**src/rtl/imem_arbiter_pkg.sv**
```systemverilog
// Shared types and constants for the instruction-memory arbiter:
// arbitration state, response owner tag and address range helper.
package imem_arbiter_pkg;

    localparam int unsigned IMEM_DEPTH  = 3001;
    localparam int          IMEM_DATA_W = 32;

    typedef enum logic {
        ST_SHARED = 1'b0,
        ST_LOCKED = 1'b1
    } arb_state_e;

    typedef enum logic [1:0] {
        OWN_NONE  = 2'd0,
        OWN_FETCH = 2'd1,
        OWN_LOAD  = 2'd2
    } owner_e;

    function automatic logic addr_in_range(input logic [63:0] addr, input int unsigned depth);
        return addr < 64'(depth);
    endfunction

endpackage

```
**src/rtl/imem_arbiter_if.sv**
```systemverilog
// Fetch, loader and memory-side signals of the arbiter bundled as one interface.
// The arbiter uses the slave view; requesters and the memory model use master.
interface imem_arbiter_if #(
    parameter int ADDR_W = 32
);
    logic                                   f_req;
    logic [ADDR_W-1:0]                      f_addr;
    logic                                   f_gnt;
    logic                                   f_rvalid;
    logic [imem_arbiter_pkg::IMEM_DATA_W-1:0] f_rdata;
    logic                                   f_err;

    logic                                   l_req;
    logic                                   l_we;
    logic                                   l_lock;
    logic [ADDR_W-1:0]                      l_addr;
    logic [imem_arbiter_pkg::IMEM_DATA_W-1:0] l_wdata;
    logic                                   l_gnt;
    logic                                   l_rvalid;
    logic [imem_arbiter_pkg::IMEM_DATA_W-1:0] l_rdata;
    logic                                   l_err;

    logic                                   m_ce;
    logic                                   m_we;
    logic [ADDR_W-1:0]                      m_addr;
    logic [imem_arbiter_pkg::IMEM_DATA_W-1:0] m_d;
    logic [imem_arbiter_pkg::IMEM_DATA_W-1:0] m_q;

    modport slave (
        input  f_req, f_addr, l_req, l_we, l_lock, l_addr, l_wdata, m_q,
        output f_gnt, f_rvalid, f_rdata, f_err,
        output l_gnt, l_rvalid, l_rdata, l_err,
        output m_ce, m_we, m_addr, m_d
    );

    modport master (
        output f_req, f_addr, l_req, l_we, l_lock, l_addr, l_wdata, m_q,
        input  f_gnt, f_rvalid, f_rdata, f_err,
        input  l_gnt, l_rvalid, l_rdata, l_err,
        input  m_ce, m_we, m_addr, m_d
    );

endinterface

```
**src/rtl/imem_resp_tag.sv**
```systemverilog
// One-cycle response tag: remembers who was granted and whether the access
// errored or was a write, then steers the memory read data to that port.
module imem_resp_tag
    import imem_arbiter_pkg::*;
(
    input  logic                   clk_i,
    input  logic                   rst_i,
    input  logic                   f_gnt_i,
    input  logic                   l_gnt_i,
    input  logic                   err_i,
    input  logic                   wr_i,
    input  logic [IMEM_DATA_W-1:0] m_q_i,
    output logic                   f_rvalid_o,
    output logic                   f_err_o,
    output logic [IMEM_DATA_W-1:0] f_rdata_o,
    output logic                   l_rvalid_o,
    output logic                   l_err_o,
    output logic [IMEM_DATA_W-1:0] l_rdata_o
);

    owner_e owner_q, owner_d;
    logic   err_q, err_d;
    logic   wr_q, wr_d;
    logic   fwd_data;

    always_comb begin
        owner_d = OWN_NONE;
        if (f_gnt_i) begin
            owner_d = OWN_FETCH;
        end else if (l_gnt_i) begin
            owner_d = OWN_LOAD;
        end
        err_d = (f_gnt_i | l_gnt_i) & err_i;
        wr_d  = l_gnt_i & wr_i & ~err_i;
    end

    always_ff @(posedge clk_i) begin
        if (rst_i) begin
            owner_q <= OWN_NONE;
            err_q   <= 1'b0;
            wr_q    <= 1'b0;
        end else begin
            owner_q <= owner_d;
            err_q   <= err_d;
            wr_q    <= wr_d;
        end
    end

    // Outputs are gated by rst so a response in flight never escapes during reset.
    assign fwd_data   = ~err_q & ~wr_q;
    assign f_rvalid_o = ~rst_i & (owner_q == OWN_FETCH);
    assign l_rvalid_o = ~rst_i & (owner_q == OWN_LOAD);
    assign f_err_o    = f_rvalid_o & err_q;
    assign l_err_o    = l_rvalid_o & err_q;
    assign f_rdata_o  = (f_rvalid_o & fwd_data) ? m_q_i : '0;
    assign l_rdata_o  = (l_rvalid_o & fwd_data) ? m_q_i : '0;

endmodule

```
**src/rtl/imem_arbiter.sv**
```systemverilog
// Arbitrates a single-port instruction memory between the fetch unit and a
// loader, with a loader lock mode and a starvation guard for fetch.
module imem_arbiter
    import imem_arbiter_pkg::*;
#(
    parameter int unsigned DEPTH    = IMEM_DEPTH,
    parameter int          ADDR_W   = 32,
    parameter int unsigned MAX_WAIT = 4
) (
    input  logic          clk,
    input  logic          rst,
    imem_arbiter_if.slave bus
);

    localparam int WAIT_W = (MAX_WAIT < 1) ? 1 : $clog2(MAX_WAIT + 1);

    arb_state_e        state_q, state_d;
    logic [WAIT_W-1:0] wait_q, wait_d;
    logic              f_gnt, l_gnt;
    logic              conflict, f_ok, l_ok;

    assign conflict = bus.f_req & bus.l_req;
    assign f_ok     = addr_in_range(64'(bus.f_addr), DEPTH);
    assign l_ok     = addr_in_range(64'(bus.l_addr), DEPTH);

    always_comb begin
        f_gnt = 1'b0;
        l_gnt = 1'b0;
        if (!rst) begin
            if (state_q == ST_LOCKED) begin
                l_gnt = bus.l_req;
            end else if (conflict) begin
                if (wait_q == WAIT_W'(MAX_WAIT)) begin
                    f_gnt = 1'b1;
                end else begin
                    l_gnt = 1'b1;
                end
            end else begin
                f_gnt = bus.f_req;
                l_gnt = bus.l_req;
            end
        end

        state_d = state_q;
        if (state_q == ST_LOCKED) begin
            if (!bus.l_lock) state_d = ST_SHARED;
        end else if (l_gnt && bus.l_lock) begin
            state_d = ST_LOCKED;
        end

        // Only contested cycles the loader wins count towards forcing a fetch.
        wait_d = wait_q;
        if (f_gnt) begin
            wait_d = '0;
        end else if (state_q == ST_SHARED && conflict && l_gnt && wait_q != WAIT_W'(MAX_WAIT)) begin
            wait_d = wait_q + 1'b1;
        end
    end

    always_ff @(posedge clk) begin
        if (rst) begin
            state_q <= ST_SHARED;
            wait_q  <= '0;
        end else begin
            state_q <= state_d;
            wait_q  <= wait_d;
        end
    end

    assign bus.f_gnt  = f_gnt;
    assign bus.l_gnt  = l_gnt;
    assign bus.m_ce   = (f_gnt & f_ok) | (l_gnt & l_ok);
    assign bus.m_we   = l_gnt & l_ok & bus.l_we;
    assign bus.m_addr = f_gnt ? bus.f_addr : bus.l_addr;
    assign bus.m_d    = l_gnt ? bus.l_wdata : '0;

    imem_resp_tag u_resp_tag (
        .clk_i      (clk),
        .rst_i      (rst),
        .f_gnt_i    (f_gnt),
        .l_gnt_i    (l_gnt),
        .err_i      (f_gnt ? ~f_ok : ~l_ok),
        .wr_i       (bus.l_we),
        .m_q_i      (bus.m_q),
        .f_rvalid_o (bus.f_rvalid),
        .f_err_o    (bus.f_err),
        .f_rdata_o  (bus.f_rdata),
        .l_rvalid_o (bus.l_rvalid),
        .l_err_o    (bus.l_err),
        .l_rdata_o  (bus.l_rdata)
    );

endmodule
```
**src/flat_wrapper.sv**
```systemverilog
// flat-port wrapper written by rule: the top's interface ports become plain ports
module imem_arbiter_flat import imem_arbiter_pkg::*;
#(
    parameter int unsigned DEPTH    = IMEM_DEPTH,
    parameter int          ADDR_W   = 32,
    parameter int unsigned MAX_WAIT = 4
)
  (clk, rst, bus_f_req, bus_f_addr, bus_l_req, bus_l_we, bus_l_lock, bus_l_addr, bus_l_wdata, bus_m_q, bus_f_gnt, bus_f_rvalid, bus_f_rdata, bus_f_err, bus_l_gnt, bus_l_rvalid, bus_l_rdata, bus_l_err, bus_m_ce, bus_m_we, bus_m_addr, bus_m_d);
  imem_arbiter_if #(.ADDR_W(ADDR_W)) bus_i ();
  input  logic clk;
  input  logic rst;
  input wire logic [$bits(bus_i.f_req)-1:0] bus_f_req;
  input wire logic [$bits(bus_i.f_addr)-1:0] bus_f_addr;
  input wire logic [$bits(bus_i.l_req)-1:0] bus_l_req;
  input wire logic [$bits(bus_i.l_we)-1:0] bus_l_we;
  input wire logic [$bits(bus_i.l_lock)-1:0] bus_l_lock;
  input wire logic [$bits(bus_i.l_addr)-1:0] bus_l_addr;
  input wire logic [$bits(bus_i.l_wdata)-1:0] bus_l_wdata;
  input wire logic [$bits(bus_i.m_q)-1:0] bus_m_q;
  output wire logic [$bits(bus_i.f_gnt)-1:0] bus_f_gnt;
  output wire logic [$bits(bus_i.f_rvalid)-1:0] bus_f_rvalid;
  output wire logic [$bits(bus_i.f_rdata)-1:0] bus_f_rdata;
  output wire logic [$bits(bus_i.f_err)-1:0] bus_f_err;
  output wire logic [$bits(bus_i.l_gnt)-1:0] bus_l_gnt;
  output wire logic [$bits(bus_i.l_rvalid)-1:0] bus_l_rvalid;
  output wire logic [$bits(bus_i.l_rdata)-1:0] bus_l_rdata;
  output wire logic [$bits(bus_i.l_err)-1:0] bus_l_err;
  output wire logic [$bits(bus_i.m_ce)-1:0] bus_m_ce;
  output wire logic [$bits(bus_i.m_we)-1:0] bus_m_we;
  output wire logic [$bits(bus_i.m_addr)-1:0] bus_m_addr;
  output wire logic [$bits(bus_i.m_d)-1:0] bus_m_d;
  assign bus_i.f_req = bus_f_req;
  assign bus_i.f_addr = bus_f_addr;
  assign bus_i.l_req = bus_l_req;
  assign bus_i.l_we = bus_l_we;
  assign bus_i.l_lock = bus_l_lock;
  assign bus_i.l_addr = bus_l_addr;
  assign bus_i.l_wdata = bus_l_wdata;
  assign bus_i.m_q = bus_m_q;
  assign bus_f_gnt = bus_i.f_gnt;
  assign bus_f_rvalid = bus_i.f_rvalid;
  assign bus_f_rdata = bus_i.f_rdata;
  assign bus_f_err = bus_i.f_err;
  assign bus_l_gnt = bus_i.l_gnt;
  assign bus_l_rvalid = bus_i.l_rvalid;
  assign bus_l_rdata = bus_i.l_rdata;
  assign bus_l_err = bus_i.l_err;
  assign bus_m_ce = bus_i.m_ce;
  assign bus_m_we = bus_i.m_we;
  assign bus_m_addr = bus_i.m_addr;
  assign bus_m_d = bus_i.m_d;
  imem_arbiter #(.DEPTH(DEPTH), .ADDR_W(ADDR_W), .MAX_WAIT(MAX_WAIT)) u_core (.clk(clk), .rst(rst), .bus(bus_i));
endmodule
```
**config.mk**
```make
export PLATFORM = sky130hd
export DESIGN_NAME = imem_arbiter_flat
export DESIGN_NICKNAME = d
export VERILOG_FILES = /design/src/rtl/imem_arbiter_pkg.sv /design/src/rtl/imem_arbiter_if.sv /design/src/rtl/imem_resp_tag.sv /design/src/rtl/imem_arbiter.sv /design/src/flat_wrapper.sv
export SDC_FILE = /design/constraint.sdc
export NUM_CORES = 1
export LEC_CHECK = 0
export CAP_MARGIN = 5
export CORE_AREA = 2 2 105 107
export CTS_BUF_LIST = sky130_fd_sc_hd__clkbuf_4
export DETAILED_ROUTE_END_ITERATION = 7
export DIE_AREA = 0 0 107 109
export SYNTH_ARGS = -nofsm -noshare
export SYNTH_HDL_FRONTEND = slang
export SYNTH_HIERARCHICAL = 1
export SYNTH_SLANG_ARGS = --single-unit
export TNS_END_PERCENT = 20
```
**constraint.sdc**
```tcl
create_clock -name clk -period 2.02 [get_ports clk]
set_input_delay 0.303 -clock clk [delete_from_list [all_inputs] [get_ports clk]]
set_output_delay 0.303 -clock clk [all_outputs]
set_load 0.005 [all_outputs]
```
Word-level counts from Yosys, hierarchy flattened
Cells that the tools add are included.
- order comparisons: 2
- reduce and logical (&&, ||, !) cells: 5
- bitwise operators: 23
- equal/unequal tests: 4
- mux-type cells: 18
- add/subtract/negate cells: 1
- operators by type and width (cell ; number):
    $mux W32 ; 4
    $lt A32 B12 Y1 const B ; 2
    $and A1 B1 Y1 ; 14
    $mux W1 ; 13
    $not A1 Y1 ; 7
    $logic_and A1 B1 Y1 ; 4
    $add A3 B1 Y3 const B ; 1
    $eq A3 B3 Y1 const B ; 1
    $ne A3 B3 Y1 const B ; 1
    $eq A2 B1 Y1 const B ; 1
    $eq A2 B2 Y1 const B ; 1
    $mux W2 ; 1
    $or A1 B1 Y1 ; 2
    $reduce_or A2 Y1 ; 1
- register bits: 8
- logic and storage cells: 59
- input port bits: 134
- output and inout bits: 136

Longest topological paths before layout
Gate-level depths: netlist of the first run.
- word-level depth: 8
- mapped depth: 8
- depth with buffers taken out: 7

Cells and area by module
The synthesis of the first run kept the hierarchy.
- by module, submodules not included (module ; times used ; sequential area each (um^2) ; cells each ; area each (um^2)):
    imem_arbiter ; 1 ; 80.1 ; 130 ; 1036.0
    imem_resp_tag ; 1 ; 80.1 ; 95 ; 713.2

Least setup slack after synthesis of the first run
No wires, ideal clock.
- path kind: register -> output
- start point: reg u_core.wait_q[0]
- end point: out bus_m_addr[10]
- data arrival time: 1540 ps
- required time: 1717 ps
- path slack: 177 ps
- path buffers: 1
- stages on the path, launching flop included: 7
- path through: dfxtp_1 inv_1 ha_1 a21bo_2 nand2_2 buf_2 mux2_2
- word-level cells in the longest chain between the ends: 6
- RTL lines (element ; line ; source):
    from (decl) ; imem_arbiter.sv:18 ; logic [WAIT_W-1:0] wait_q, wait_d;
    from (signal assigned) ; imem_arbiter.sv:66 ; wait_q <= wait_d;
    $eq A3 B3 Y1 ; imem_arbiter.sv:33 ; if (wait_q == WAIT_W'(MAX_WAIT)) begin
    $mux W1 ; imem_arbiter.sv:33 ;
    $mux W1 ; imem_arbiter.sv:32 ; end else if (conflict) begin
    $mux W1 ; imem_arbiter.sv:30 ; if (state_q == ST_LOCKED) begin
    $mux W1 ; imem_arbiter.sv:29 ; if (!rst) begin
    $mux W32 ; imem_arbiter.sv:74 ; assign bus.m_addr = f_gnt ? bus.f_addr : bus.l_addr;
    to (decl) ; flat_wrapper.sv:30 ; output wire logic [$bits(bus_i.m_addr)-1:0] bus_m_addr;
No other way between the ends.

Final worst setup path of the first run
- start point: reg u_core.wait_q[0]
- end point: out bus_m_addr[8]
The elaborated chain is that of the path after synthesis.

==> impl_metrics.json, run 1 <==
{
  "fin_crit_ns": 2.24,
  "num_antenna_cells": 0,
  "area_growth_pct": 206,
  "fp-row-count": 38,
  "critPathArrivalTime_ns": 1.93,
  "synth_top_area_cell": "and3_2",
  "cp-end-kind": "output pin",
  "grt_pass1_vias": 3039,
  "setup_tns_ns": -3.75,
  "hold_path_class": "primary input to register",
  "outcome": "finished with violations",
  "wirelength_mm": 10.5,
  "max_slew_margin": 0.788,
  "cts_hold_buf": 0,
  "clkPwrFrac": 0.123,
  "globalplace.congestion": 0.719,
  "stdcell_count": 688,
  "whs_path_depth": 3,
  "rsz0062_at_grt": "true",
  "power.internal_mw": 0.768,
  "path_max_fanout": 7,
  "hold_violations": 0,
  "cts_inserted_buffers": 3,
  "fill_cells": 1030,
  "regArea_um2": 163,
  "tritoncts": "yes",
  "max_stage_delay_ns": 0.33,
  "first_iter_violations": 150,
  "slowest_stage": "dfxtp_2",
  "syn_inst": 225,
  "antenna_found_initial": 0,
  "cts_root_buf": "clkbuf_4",
  "holdWs_ns": 0.423,
  "worstPathCellList": "inv_2, ha_4, a21bo_4, nand2_8, buf_6, buf_16, buf_6, mux2_4, buf_6",
  "ys.flop_type": "dfxtp_1",
  "die_w_um": 107,
  "r2r_cells": 8,
  "clock-sinks": 8,
  "ys_seq_area_frac": 0.0916,
  "avgSynthCellArea_um2": 7.77,
  "synth-edff-count": 0,
  "num_vias": 3003,
  "cts_buffer_depth": 2,
  "wire_per_inst_um": 15.3,
  "maxCapViolCount": 0,
  "final_antenna_net_count": 0,
  "finalSetupViolCount": 68,
  "fmax_mhz": 447,
  "grt_max_degree": 65,
  "ys_warn_count": 6,
  "setup_ws_ns": -0.216,
  "swShare": 0.299,
  "synth_cell_types": 39,
  "drive_above_1_share": 0.465,
  "async_reset_ff_frac": 0,
  "vias_per_cell": 4.36,
  "criticalPathCategory": "register to output pin",
  "core-area_mm2": 0.0106,
  "place_inst": 645,
  "synth_area_mm2": 0.00175,
  "p_leak_nw": 2.79,
  "first_pass_iters": 4,
  "required_ns": 1.72,
  "syn-num-nets": 361,
  "drc": 0,
  "skew_ns": 0.00882,
  "p_sw_mw": 0.328,
  "clk_pin_slew_ns": 0.06,
  "min_period_over_period": 1.11,
  "start_util": 0.165,
  "synth_top_area_share": 0.219,
  "dieArea_mm2": 0.0117,
  "groute.usage.overall": 0.160,
  "grt.overflow.total": 0,
  "ir_drop_v": 0.000122,
  "cp_common_cell": "buf_6",
  "p_per_area_mw_per_mm2": 205,
  "synth.ff_latch_count": 8,
  "cp-start-kind": "register",
  "violations": "setup timing",
  "grt_first_pass_wirelength_mm": 15.1,
  "htreeDepth": 1,
  "dpl.hpwl_mm": 8.26,
  "p_seq_frac": 0.153,
  "drv_slew": 0,
  "multi_input_area_mm2": 0.00174,
  "fin_util": 0.504,
  "numPortBuffers": 269,
  "comb_power_share": 0.724,
  "synth_area_leaders": "and3_2, mux2_2, and2_1",
  "clk_latency_ns": 0.27,
  "worst_pin_slew_ns": 0.317,
  "nets": 686,
  "die_h_um": 109,
  "ios": 270
}
## layout make-up
| type | instances | area share |
|---|---|---|
| Tap cell | 140 | 0.0328 |
| Clock buffer | 3 | 0.00421 |
| Multi-Input combinational cell | 194 | 0.325 |
| Inverter | 4 | 0.00281 |
| Timing Repair Buffer | 339 | 0.605 |
| Sequential cell | 8 | 0.0304 |
## critical path, delay by kind of cell, from the launching register on
family | cells | cell delay, ns
buf+inv | 5 | 0.52
flops | 1 | 0.33
mux | 1 | 0.30
compound gates | 1 | 0.24
fa+ha+maj | 1 | 0.17
simple gates | 1 | 0.10
## kinds of logic after synthesis
| group | after synthesis | share of synthesized area |
|---|---|---|
| flops | 8 | 0.0916 |
| compound gates | 12 | 0.0587 |
| buf+inv | 23 | 0.0608 |
| fa+ha+maj | 2 | 0.0143 |
| mux | 32 | 0.206 |
| simple gates | 148 | 0.569 |
## path summary, 6_finish.rpt
path                    start                     end  slack [ns]
max reg2reg    u_core/state_q  u_core/u_resp_tag/wr_q        0.16
min reg2reg  u_core/wait_q[2]        u_core/wait_q[2]        0.54
max          u_core/wait_q[0]           bus_m_addr[8]       -0.22
min                       rst        u_core/wait_q[1]        0.42
## state kept, by name, summed over array words and instances (netlist names)
register / flops
u_core/wait_q: 3
u_core/u_resp_tag/owner_q: 2
u_core/state_q: 1
u_core/u_resp_tag/wr_q: 1
u_core/u_resp_tag/err_q: 1
## cell usage after synthesis, drive strengths merged (4+ instances only)
cell type and instances:
a21oi 4, nand2 8, nor2 7, mux2 32, and2 32, buf 5
dfxtp 8, inv 4, and3 65, clkbuf 14, nor3b 6, nor4 10
## per-stage QoR
| step | instance area, um^2 | power (mW) | setup WS, ns |
|---|---|---|---|
| 6_report | 5350 | 1.10 | -0.216 |
| 5_1_grt | 5350 | 1.16 | -0.266 |
| 4_1_cts | 5180 | 1.05 | -0.236 |
| 3_5_place_dp | 4790 | 0.869 | -0.630 |
| 3_3_place_gp | 4790 | 0.861 | -0.618 |
| 2_1_floorplan | 1750 | 0.347 | 0.177 |
## repair_timing
item                       CTS  global route
setup endpoints to repair  134           113
gates cloned                 4             1
pin swaps                   25            11
resized for setup          282           111
buffers inserted            26            13
## routing by layer
metal / global-route usage / vias up / wire, um
li1: - / 1473 / -
met1: 0.158 / 1355 / 3550
met2: 0.326 / 165 / 5720
met3: 0.0466 / 10 / 1080
met4: 0.0390 / 0 / 146
met5: 0 / - / 0
## cells in the final DEF, fill, tap and decap left out, types with 3 or more instances in the layout
cell type	synthesis	final
buf_6	1	45
nor4_1	10	5
a21oi_1	4	4
nand2_1	7	7
nand4_1	3	3
nor4_2	0	4
and3_2	51	51
clkdlybuf4s50_1	0	160
dlymetal6s2s_1	0	14
dfxtp_1	8	6
and2_4	0	13
buf_2	4	11
nor2_1	7	6
dlygate4sd2_1	0	28
buf_12	0	4
mux2_4	0	30
clkdlybuf4s15_1	0	3
and3_1	14	14
and2_1	32	19
nor3b_1	5	5
clkbuf_2	6	28
nand2b_1	3	3
clkbuf_4	0	3
nand3_1	3	3
buf_4	0	42
## power groups by stage
stage | clock network [mW] | logic, mW | registers (mW)
2_1_floorplan | 0 | 0.178 | 0.170
5_1_grt | 0.143 | 0.847 | 0.168
6_report | 0.135 | 0.793 | 0.168
4_1_cts | 0.128 | 0.758 | 0.168
3_3_place_gp | 0 | 0.690 | 0.170
3_5_place_dp | 0 | 0.698 | 0.170
No activity file was read; power rests on OpenSTA's default activity.
==> run 2, diff against run 1 <==
--- a/config.mk
+++ b/config.mk
@@ -5,7 +5,7 @@
 export SDC_FILE = /design/constraint.sdc
 export NUM_CORES = 1
 export LEC_CHECK = 0
-export CAP_MARGIN = 5
+export CAP_MARGIN = 10
 export CORE_AREA = 2 2 105 107
 export CTS_BUF_LIST = sky130_fd_sc_hd__clkbuf_4
 export DETAILED_ROUTE_END_ITERATION = 7
==> results of run 2 <==
Final layout, timing and power as in run 1 (identical DEF).
